### config.mk
export PLATFORM = sky130hd
export DESIGN_NAME = serial_nibble_receiver
export DESIGN_NICKNAME = d
export VERILOG_FILES = /design/src/rtl/serial_nibble_receiver.sv
export SDC_FILE = /design/constraint.sdc
export NUM_CORES = 1
export LEC_CHECK = 0
export CAP_MARGIN = 15
export CELL_PAD_IN_SITES_DETAIL_PLACEMENT = 0
export CELL_PAD_IN_SITES_GLOBAL_PLACEMENT = 1
export CORE_UTILIZATION = 30
export DETAILED_ROUTE_END_ITERATION = 10
export GPL_ROUTABILITY_DRIVEN = 0
export HOLD_SLACK_MARGIN = 0.05
export PLACE_DENSITY_LB_ADDON = 0.1
export SLEW_MARGIN = 20
export SYNTH_ARGS = -nofsm -noshare
export SYNTH_HDL_FRONTEND = slang
export SYNTH_SLANG_ARGS = --single-unit
export TNS_END_PERCENT = 1
### constraint.sdc
create_clock -name clk_2 -period 1.6 [get_ports clk_2]
set_input_delay 0.4 -clock clk_2 [delete_from_list [all_inputs] [get_ports clk_2]]
set_output_delay 0.4 -clock clk_2 [all_outputs]
set_load 0.02 [all_outputs]
### src/rtl/serial_nibble_receiver.sv
// serial_nibble_receiver: frames start/data/parity/stop bits into a nibble with 7-seg, error pulses and a good-frame count
module serial_nibble_receiver #(
  parameter int NBITS_DATA = 4,
  parameter int PARITY_EN  = 1,
  parameter int NBITS_CNT  = 4
) (
  input  logic                  clk_2,
  input  logic                  reset,
  input  logic                  sample_en,
  input  logic                  serial_in,
  output logic [NBITS_DATA-1:0] nibble_out,
  output logic [7:0]            seg,
  output logic                  frame_valid,
  output logic                  parity_err,
  output logic                  framing_err,
  output logic [NBITS_CNT-1:0]  frame_count,
  output logic                  busy
);
  localparam int IW = NBITS_DATA > 1 ? $clog2(NBITS_DATA) : 1;
  localparam logic [7:0] SEG_LUT [16] = '{
    8'h3F, 8'h06, 8'h5B, 8'h4F, 8'h66, 8'h6D, 8'h7D, 8'h07,
    8'h7F, 8'h6F, 8'h77, 8'h7C, 8'h39, 8'h5E, 8'h79, 8'h71
  };
  typedef enum logic [1:0] {IDLE, DATA, PARITY, STOP} state_t;
  state_t                state, state_n;
  logic [IW-1:0]         bit_idx, idx_n;
  logic [NBITS_DATA-1:0] shift, shift_n;
  logic                  perr, perr_n, good, p_e, f_e;
  assign busy = state != IDLE;
  // next-state, datapath and stop-bit verdict; everything holds unless sample_en
  always_comb begin
    state_n = state;
    idx_n   = bit_idx;
    shift_n = shift;
    perr_n  = perr;
    good    = 1'b0;
    p_e     = 1'b0;
    f_e     = 1'b0;
    if (sample_en)
      case (state)
        IDLE: if (serial_in) begin
          state_n = DATA;
          idx_n   = '0;
          perr_n  = 1'b0;
        end
        DATA: begin
          shift_n[bit_idx] = serial_in;
          idx_n            = bit_idx + IW'(1);
          if (bit_idx == IW'(NBITS_DATA - 1)) state_n = PARITY_EN != 0 ? PARITY : STOP;
        end
        PARITY: begin
          perr_n  = (^shift) ^ serial_in;
          state_n = STOP;
        end
        default: begin
          state_n = IDLE;
          f_e     = serial_in;
          p_e     = !serial_in && perr && PARITY_EN != 0;
          good    = !serial_in && !perr;
        end
      endcase
  end
  // registered state and outputs; pulses last exactly one cycle
  always_ff @(posedge clk_2) begin
    if (reset) begin
      state       <= IDLE;
      bit_idx     <= '0;
      shift       <= '0;
      perr        <= 1'b0;
      nibble_out  <= '0;
      seg         <= 8'h3F;
      frame_valid <= 1'b0;
      parity_err  <= 1'b0;
      framing_err <= 1'b0;
      frame_count <= '0;
    end else begin
      state       <= state_n;
      bit_idx     <= idx_n;
      shift       <= shift_n;
      perr        <= perr_n;
      frame_valid <= good;
      parity_err  <= p_e;
      framing_err <= f_e;
      if (good) begin
        nibble_out  <= shift;
        seg         <= SEG_LUT[shift[3:0]];
        frame_count <= frame_count + NBITS_CNT'(1);
      end
    end
  end
endmodule
==> run summary, run 1 <==
outcome: finished, final reports clean
Vias/cell: 4.599
Critical Path Start Type: flip-flop
Area contributors post-synth: dfxtp_1, ha_1, a21oi_1
CTS Hold Bufs: 0
worst ir drop on vdd: 0.0002833 V
CP max FO: 4
Final Hold Viols: 0
CTS Buffer Depth: 2
residual DRC count: 0
Crit path required time: 1.80 ns
Worst R2R Start: state[1]
clk_skew: 0.01576 ns
crit path DAT: 1.77 ns
total power draw: 1.319 mW
Switching Fraction: 0.2710
PwrDens: 649.3 nW/µm²
area share of the largest cell type after synthesis: 0.3492
Pint: 0.9612 mW
fin util: 0.4188
Max Cap Violations: 0
CTS clk-pin slew, worst paths: 0.12 ns
Num CTS Buffers: 3
Reg power frac: 0.520
Non-Filler Instances: 282
die width: 73.83 µm
synthesized flop and latch total: 27
clock sink count: 27
CORE AREA: 4848 µm²
antenna violations before repair: 0
DRT Pass-1 Iters: 2
first-pass GRT wire length: 5727 µm
critical path endpoint category: flip-flop
layout cells sized above 1: 0.2000
Total GRT Usage: 0.1347
WL final: 3330 µm
largest net degree at the start of global routing: 17
RSZ-0062 raised after global routing: true
cell area after synthesis: 1548 µm²
Yosys top cell by area: dfxtp_1
largest family of logic cells by synthesized area: simple AND/OR/NAND/NOR gates
I/O Buffers: 22
DP HPWL: 2522 µm
Post-CTS Setup Bufs: 0
WL/cell: 11.81 µm
fill cell count: 505
Layout Nets: 239
Syn-to-layout area delta: 31.20%
CP Launch Point: state[1]
Compound-Gate Fraction of Synth Area: 0.1455
switching power: 0.3574 mW
Post-Synth Adder-Cell Area: 0.1536
n_diodes: 0
clock latency on the worst-skew pair: 0.28 ns
Crit Path Class: flip-flop to flip-flop
Post-Synth Simple-Gate Area: 0.1625
Synth Area per Inst: 8.844 µm²
clock share of power: 0.321
Die Y: 73.83 µm
Cell Rows: 25
number of global-route vias before repair: 1278
Comb pwr share: 0.160
Final period util: 0.9816
worst min path class: flip-flop to flip-flop
die area: 5450 µm²
post-synthesis xor/xnor area fraction: 0.02264
I/O pins: 24
synth unique cells: 39
fmax: 636.7 MHz
syn_nets: 198
hold path start: nibble_out[1]
Syn Inst Count: 175
GR Overflow Total: 0
Starting Density: 0.3192
TritonCTS clock tree: done
Final ANT Viol Nets: 0
CTS root buf: clkbuf_8
Final Max Slew Viols: 0
vias: 1297
# setup viols final: 0
fin crit period: 1.571 ns
register area share after synthesis: 0.3492
leak pwr: 0.8743 nW
H-tree level count: 1
post-synthesis mux area share: 0.08084
Yosys warning count: 0
DRT iter0 DRCs: 46
placed insts: 278
[routing by layer]
layer	track usage	vias up	share of wire
met5	0	-	0
met4	0.03846	0	0.0078
met1	0.1759	602	0.52
li1	-	677	-
met2	0.2304	16	0.45
met3	0.01783	2	0.025
[per-stage QoR]
stage                     instance area [µm²]  setup WS, ns  setup TNS (ns)  hold slack [ns]
after floorplan                          1548       0.09729               0           0.4485
after global placement                   1981       -0.2127          -2.402           0.4466
after detailed placement                 1981       -0.2650          -3.355           0.4481
after CTS                                2011     0.0005703               0           0.4626
after global routing                     2031      -0.05221        -0.09525           0.4927
final                                    2031       0.02943               0           0.4628
[state kept, by name, indices dropped and copies added (netlist names)]
| register | cells |
|---|---|
| seg | 7 |
| shift | 4 |
| state | 2 |
| frame_count | 4 |
| frame_valid | 1 |
| parity_err | 1 |
| framing_err | 1 |
| nibble_out | 4 |
| bit_idx | 2 |
| perr | 1 |
[cell type report]
cell class | instances | area [µm²] | area share
sequential | 27 | 541.8 | 0.2668
multi-input combinational | 120 | 895.9 | 0.4412
timing repair buffer | 48 | 397.9 | 0.1959
clock inverter | 1 | 7.507 | 0.003697
inverter | 16 | 62.56 | 0.03081
tap | 67 | 83.83 | 0.04128
clock buffer | 3 | 41.29 | 0.02033
[synth_stat cells]
master     count
nand3_1        7
a211oi_1       1
nor2_1         9
a31oi_1        1
o21bai_1       1
or3_1          2
a211o_2        1
a221o_1        1
mux4_2         1
nand4b_1       1
o21ai_1        2
nor3b_1        1
conb_1         1
buf_6          1
buf_4          2
inv_4          1
xnor2_1        4
dfxtp_1       27
o21ai_0        9
mux2i_1        8
nand4_1        2
mux2_2         2
or4_4          1
ha_1          19
inv_1         15
or4_1          2
clkbuf_1       4
o31ai_1        2
a211o_1        1
nand4bb_1      1
buf_2          5
o211ai_1       1
a311oi_1       2
a21oi_1       16
nor3_2         1
or2_2          1
nand2_1       15
nor2b_1        3
and4bb_1       1
[cell usage in the layout (no fill, tap or decap), drive strengths merged]
cell,netlist,final
mux2i,8,8
dlymetal6s2s,0,3
nand4,2,2
dfxtp,27,27
mux4,1,1
nor2b,3,3
nand3,7,7
ha,19,19
clkinvlp,0,1
conb,1,1
or4,3,3
a221o,1,1
a211o,2,2
xnor2,4,4
a21oi,16,16
o31ai,2,2
o21bai,1,1
clkdlybuf4s50,0,2
buf,8,27
nor3,1,1
o211ai,1,1
clkbuf,4,3
or3,2,2
nor2,9,9
and4bb,1,1
dlygate4sd2,0,16
nand2,15,15
a211oi,1,1
nand4b,1,1
inv,16,16
a311oi,2,2
a31oi,1,1
or2,1,1
nand4bb,1,1
o21ai,11,11
nor3b,1,1
mux2,2,2
[worst paths after layout]
| check | to | slack, ns | depth (start not counted) |
|---|---|---|---|
| setup / recovery | state[0] | 0.03 | 6 |
| hold / removal | nibble_out[1] | 0.46 | 2 |
| setup reg to reg | state[0] | 0.03 | 6 |
| hold reg to reg | nibble_out[1] | 0.46 | 2 |
[kinds of logic after synthesis]
logic type                 count (synthesis)
and+or+nand+nor                           47
AOI/OAI and AO/OA                         38
buffers and inverters                     28
DFF                                       27
adders and majority gates                 19
muxes                                     11
xor gates and xnor gates                   4
other                                      1
[what timing repair did]
item	4_1_cts	5_1_grt
pin swaps	0	1
endpoints found under the setup margin	17	10
resized for setup	19	8
[power groups by stage]
| stage | clock network, mW | logic (mW) | registers [mW] |
|---|---|---|---|
| floorplan | 0 | 0.119 | 0.705 |
| global placement | 0 | 0.210 | 0.700 |
| detailed placement | 0 | 0.210 | 0.700 |
| CTS | 0.434 | 0.210 | 0.685 |
| global route | 0.469 | 0.235 | 0.687 |
| finish | 0.423 | 0.211 | 0.685 |
[critical path: stages, from the launching register on]
cell	delay (ns)
dfxtp_1	0.34
inv_1	0.05
buf_4	0.14
ha_1	0.18
nor2b_1	0.16
or4_1	0.48
a21oi_1	0.14
Power figures use the tool's default switching activity.
==> run 2: changes to the inputs <==
--- a/config.mk
+++ b/config.mk
@@ -13,7 +13,7 @@
 export GPL_ROUTABILITY_DRIVEN = 0
 export HOLD_SLACK_MARGIN = 0.05
 export PLACE_DENSITY_LB_ADDON = 0.1
-export SLEW_MARGIN = 20
+export SLEW_MARGIN = 30
 export SYNTH_ARGS = -nofsm -noshare
 export SYNTH_HDL_FRONTEND = slang
 export SYNTH_SLANG_ARGS = --single-unit
==> results of run 2 <==
Same layout as run 1: the final DEF is identical, and so are final timing and power.
